[src/rtl/eight_bit_down_counter.sv]
// Loadable down counter with one-shot and auto-reload modes.
// Emits a registered terminal-count pulse and a busy flag.
module eight_bit_down_counter #(
  parameter int unsigned WIDTH = 8
) (
  input  logic             clk,
  input  logic             reset,
  input  logic             en,
  input  logic             load,
  input  logic [WIDTH-1:0] load_val,
  input  logic             mode,
  output logic [WIDTH-1:0] Q,
  output logic             tc,
  output logic             busy
);

  typedef enum logic [1:0] {
    StIdle = 2'd0,
    StRun  = 2'd1,
    StDone = 2'd2
  } state_e;

  localparam logic [WIDTH-1:0] One  = WIDTH'(1);
  localparam logic [WIDTH-1:0] Zero = '0;

  state_e           state_q;
  logic [WIDTH-1:0] count_q;
  logic [WIDTH-1:0] reload_q;
  logic             tc_q;
  logic             busy_q;

  always_ff @(posedge clk or negedge reset) begin
    if (!reset) begin
      state_q  <= StIdle;
      count_q  <= Zero;
      reload_q <= Zero;
      tc_q     <= 1'b0;
      busy_q   <= 1'b0;
    end else if (load) begin
      // Load wins over enable, terminal count and mode; a zero load parks in idle.
      count_q  <= load_val;
      reload_q <= load_val;
      tc_q     <= 1'b0;
      if (load_val != Zero) begin
        state_q <= StRun;
        busy_q  <= 1'b1;
      end else begin
        state_q <= StIdle;
        busy_q  <= 1'b0;
      end
    end else begin
      unique case (state_q)
        StRun: begin
          if (en) begin
            if (count_q > One) begin
              count_q <= count_q - One;
              tc_q    <= 1'b0;
            end else if (mode) begin
              count_q <= reload_q;
              tc_q    <= 1'b1;
            end else begin
              count_q <= Zero;
              tc_q    <= 1'b1;
              state_q <= StDone;
              busy_q  <= 1'b0;
            end
          end else begin
            tc_q <= 1'b0;
          end
        end
        StIdle, StDone: begin
          tc_q <= 1'b0;
        end
        default: begin
          state_q <= StIdle;
          tc_q    <= 1'b0;
          busy_q  <= 1'b0;
        end
      endcase
    end
  end

  assign Q    = count_q;
  assign tc   = tc_q;
  assign busy = busy_q;

endmodule
[config.mk]
export PLATFORM = sky130hd
export DESIGN_NAME = eight_bit_down_counter
export DESIGN_NICKNAME = d
export VERILOG_FILES = /design/src/rtl/eight_bit_down_counter.sv
export SDC_FILE = /design/constraint.sdc
export NUM_CORES = 1
export LEC_CHECK = 0
export CAP_MARGIN = 20
export CELL_PAD_IN_SITES_DETAIL_PLACEMENT = 0
export CELL_PAD_IN_SITES_GLOBAL_PLACEMENT = 1
export CORE_MARGIN = 5
export CORE_UTILIZATION = 43
export CTS_BUF_LIST = sky130_fd_sc_hd__clkbuf_8
export DETAILED_ROUTE_END_ITERATION = 8
export PLACE_DENSITY = 0.95
export SETUP_SLACK_MARGIN = 0.05
export SYNTH_ARGS = -nofsm -noshare
export SYNTH_HDL_FRONTEND = slang
export SYNTH_SLANG_ARGS = --single-unit
[constraint.sdc]
create_clock -name clk -period 4.9 [get_ports clk]
set_input_delay 0.49 -clock clk [delete_from_list [all_inputs] [get_ports clk]]
set_output_delay 0.49 -clock clk [all_outputs]
set_load 0.01 [all_outputs]
Word-level counts from Yosys, hierarchy flattened. Index checks and enable logic that the tools add are counted.

Bits in registers: 20. Input bits: 13. Output and inout port bits: 10. Logic and storage cells: 41.

Reductions and logical operators: 7. Equality and inequality tests: 6. Add/subtract/negate cells: 1. Multiplexer cells: 21. Order comparisons: 1.

Operators by type and width (number): $mux W8 (5); $mux W1 (10); $ne A3 B3 Y1 const B (3); $gt A8 B1 Y1 const B (1); $mux W2 (4); $reduce_bool A8 Y1 (1); $sub A8 B1 Y8 const B (1); $pmux W2 S2 (1); $reduce_and A4 Y1 (1); $reduce_bool A2 Y1 (2); $eq A2 B1 Y1 const B (1); $eq A2 B2 Y1 const B (1); $logic_not A2 Y1 (1); $ne A2 B2 Y1 const B (1); $pmux W1 S2 (1); $reduce_and A2 Y1 (1); $reduce_or A2 Y1 (1).

Depth between registers and ports, before layout.
Depth in word-level cells: 5. Gate-level depth with buffers: 7. Gate-level depth less buffers: 6.

Worst setup path before layout. Ideal clock, no wire load.

Kind: reg2reg. Start: register count_q[0], in the netlist Q[0]. End: register count_q[3], in the netlist Q[3]. Data arrival time: 1.774 ns. Path slack: 2.991 ns. Period minus slack after synthesis: 1.909 ns. Setup time: 0.134 ns. Data required time: 4.766 ns. Cell stages (with the launch flop): 8. Cells stage by stage: dfrtp_1 inv_1 ha_1 or2_1 and4_1 buf_2 a2111oi_0 nor3_1.

Cells in the longest elaborated chain, start to end: 5. Elaborated cells on any way between the ends: 6. Those cells by class: 1 x add/sub; 1 x order compare; 4 x mux.

RTL lines: start, declared (line 27) `logic [WIDTH-1:0] count_q;`; start signal, assigned (line 35) `count_q <= Zero;`; start signal, assigned (line 41) `count_q <= load_val;`; start signal, assigned (line 56) `count_q <= count_q - One;`; $sub A8 B1 Y8 or $gt A8 B1 Y1 (tied branches) (line 56, 55); $mux W8 * (line 55) `if (count_q > One) begin`; $mux W8 * (line 54) `if (en) begin`; $mux W8 * (line 52) `unique case (state_q)`; $mux W8 * (line 39) `end else if (load) begin`.

Every way passes the cells marked *; elsewhere a longest branch is shown, timed or not. The select of a mux whose other input is x is not followed. A chain may end at the register's enable or synchronous reset.

Worst setup path in the final report.
Start: input port load. End: register count_q[3], in the netlist Q[3].

Cells in the longest elaborated chain, start to end: 2. Elaborated cells on any way between the ends: 4. Those cells by class: 1 x mux; 3 x reduce/logical.

RTL lines: start, declared (line 9) `input logic load,`; $reduce_bool A2 Y1 (no line); $reduce_and A2 Y1 (no line).

Several ways; a longest one is shown, not always the timed one.

==> metrics.txt <==
maxcap violations 0; Detailed Routing Iterations Pass 1 4; CP endpoint kind flip-flop; placed wire-length estimate 1.80 mm; Starting DRT DRC Count 14; P_int 0.290 mW; H-Tree Depth 1; Initial Util 44.6%; slowest cell delay on critical path 0.86 ns; RSZ-0062 raised after global routing false; average size of a mapped cell 9.86 um2; vias in the first global route 933; initial antenna violation count 0; # Post-CTS Setup Buffers 0; Cell variety after synth 31; status finished clean; routability cong. 0.892; crit path time final 2.44 ns; sequential power share 47.4%; Synth Instances 111; CP max stage cell clkdlybuf4s50_1; register area share after synthesis 43.4%; Setup Viol. Count Final 0; CTS tree yes; share of post-route cells with drive strength above 1 13.5%; Top Ports 23; Final Cycle Share 49.8%; Max clock buf depth 2; Crit path buffers/inverters 1; pin count of the biggest net entering global routing 27; cts repair resizes 0; top cells by area, synth dfrtp_1, mux2_2, a21oi_1, a22oi_1, inv_1; core area 2450 um2; Residual DRC 0; clk_lat worst skew 0.26 ns; final core utilization 56.3%; switching pwr 0.130 mW; Yosys top cell area share 43.4%; Post-Syn Area 1090 um2; Top Family by Delay on Critical Path buffers and inverters; Commonest cells post-synth dfrtp_1, mux2_2, a21oi_1; Static Leakage 0.543 nW; final hold violations 0; critical path cell sequence clkdlybuf4s50_1 -> nor4bb_1 -> a21oi_1 -> a2111oi_0 -> nor3_1; async set-reset flop share out of synthesis 100%; Synth Register Bits 19; Layout Area Growth over Synthesis 26.3%; XOR/XNOR share of the synthesized area 1.60%; wire length per cell 15.0 um; most numerous cell in the Yosys netlist dfrtp_1; Top FF cell, synth dfrtp_1; Sw Share 31.0%; critical path launch point type input port; Adder-Cell Fraction of Synth Area 2.29%; Mapped Nets 126; cell row count 18; GR Util All Layers 15.8%; ant diodes 0; Routed Antenna Nets 0; CTS clk-pin slew, worst paths 0.07 ns; clk sinks 19; Yosys top cell by area dfrtp_1; critical path class in -> reg; TNS Setup 0 ns; via density per instance 5.66; cts hold-fix bufs 0; Post-Synth Simple-Gate Area 17.4%; Max Clock Skew 0.00166 ns; main combinational cell family by area after synthesis compound AO/OA/AOI/OAI gates; Worst Path Arrival 2.58 ns; routed wire length 2.45 mm; Pwr Density 304 nW/um2; nets@finish 149; vias 923; Worst-Margin Slew 0.872 ns; CTS root buffer clkbuf_8; logic gate share of total power 25.6%; Yosys warning count 0; GRT Residual Overflow 0; CTS buffer count 3; number of synthesized flops with an enable pin 0; compound-gate portion of the synthesized area 19.1%; critical path required time 5.04 ns; peak supply drop 291 uV; max_slew headroom 41.7%; die width 60.5 um; crit path max fanout 26; first-pass GRT wire length 4.31 mm; fin. max-slew vios 0; die height 60.5 um; FMAX 410 MHz; clock share of power 27.0%; Hold WC Path Type reg -> reg; IO Port Bufs 22; die area 3660 um2; mux contribution to synthesized area 12.3%
[sequential cells by signal, indices dropped and copies added, names as in the netlist]
name and cells:
reload_q 8, busy 1, state_q 1, Q 8, tc 1
[logic make-up after synthesis]
logic type,Yosys count
buf+inv,11
mux,12
fa+ha+maj,2
compound gates,33
flops,19
xor+xnor,2
simple gates,32
[worst reg2reg max path, stage by stage (launching register included)]
cell and delay, ns:
dfrtp_1 0.44, inv_1 0.07, ha_1 0.26, or2_1 0.30, and4_1 0.28, a2111oi_0 0.45
nor3_1 0.08
[power by group through the flow]
stage          combinational [mW]  sequential [mW]  clock, mW
3_5_place_dp                0.108            0.202          0
2_1_floorplan              0.0563            0.202          0
3_3_place_gp                0.106            0.201          0
6_report                    0.108            0.199      0.113
4_1_cts                     0.108            0.199      0.117
5_1_grt                     0.120            0.203      0.125
[layout by cell type, fill, tap and decap left out, types with 4 or more instances in the layout]
cell,count
clkdlybuf4s50_1,22
nor2_1,7
a21oi_1,8
mux2_2,12
nand2_1,6
a31oi_1,4
a22oi_1,4
inv_1,7
o21ai_0,5
dfrtp_1,19
[metrics by stage]
step	power (mW)	std cells	setup slack (ns)	hold WS, ns	area [um2]
finish	0.420	163	2.46	0.514	1380
global route	0.448	163	2.12	0.544	1380
CTS	0.424	163	2.47	0.518	1380
detailed placement	0.310	159	2.18	0.501	1340
global placement	0.307	159	2.24	0.490	1340
floorplan	0.258	111	2.99	0.194	1090
[final cells by class]
class / count / area (um2)
Clock inverter: 1 / 5.00
Multi-Input combinational cell: 81 / 577
Fill cell: 221 / 1070
Clock buffer: 3 / 41.3
Inverter: 7 / 26.3
Tap cell: 30 / 37.5
Timing Repair Buffer: 22 / 220
Sequential cell: 19 / 475
[worst paths after layout]
path	cells past startpoint	slack, ns	from	to
worst max register to register	6	2.90	Q[0]$_DFFE_PN0P_	Q[3]$_DFFE_PN0P_
worst min-delay path	1	0.51	reload_q[0]$_DFFE_PN0P_	reload_q[0]$_DFFE_PN0P_
max in group asynchronous	1	3.67	reset	busy$_DFFE_PN0P_
min in group asynchronous	1	0.71	reset	reload_q[0]$_DFFE_PN0P_
worst min register to register	1	0.51	reload_q[0]$_DFFE_PN0P_	reload_q[0]$_DFFE_PN0P_
worst max-delay path	5	2.46	load	Q[3]$_DFFE_PN0P_
[metal layers]
metal  global-route usage (%)  share of wire [%]  up-vias  wire length [um]
met5                        0                  0        -                 0
met4                     5.57                1.7        0                42
met3                     2.55                2.5        5                62
met2                     27.0                 51       15              1240
met1                     20.4                 45      445              1100
li1                         -                  -      458                 -
(Power assumes the default switching activity.)
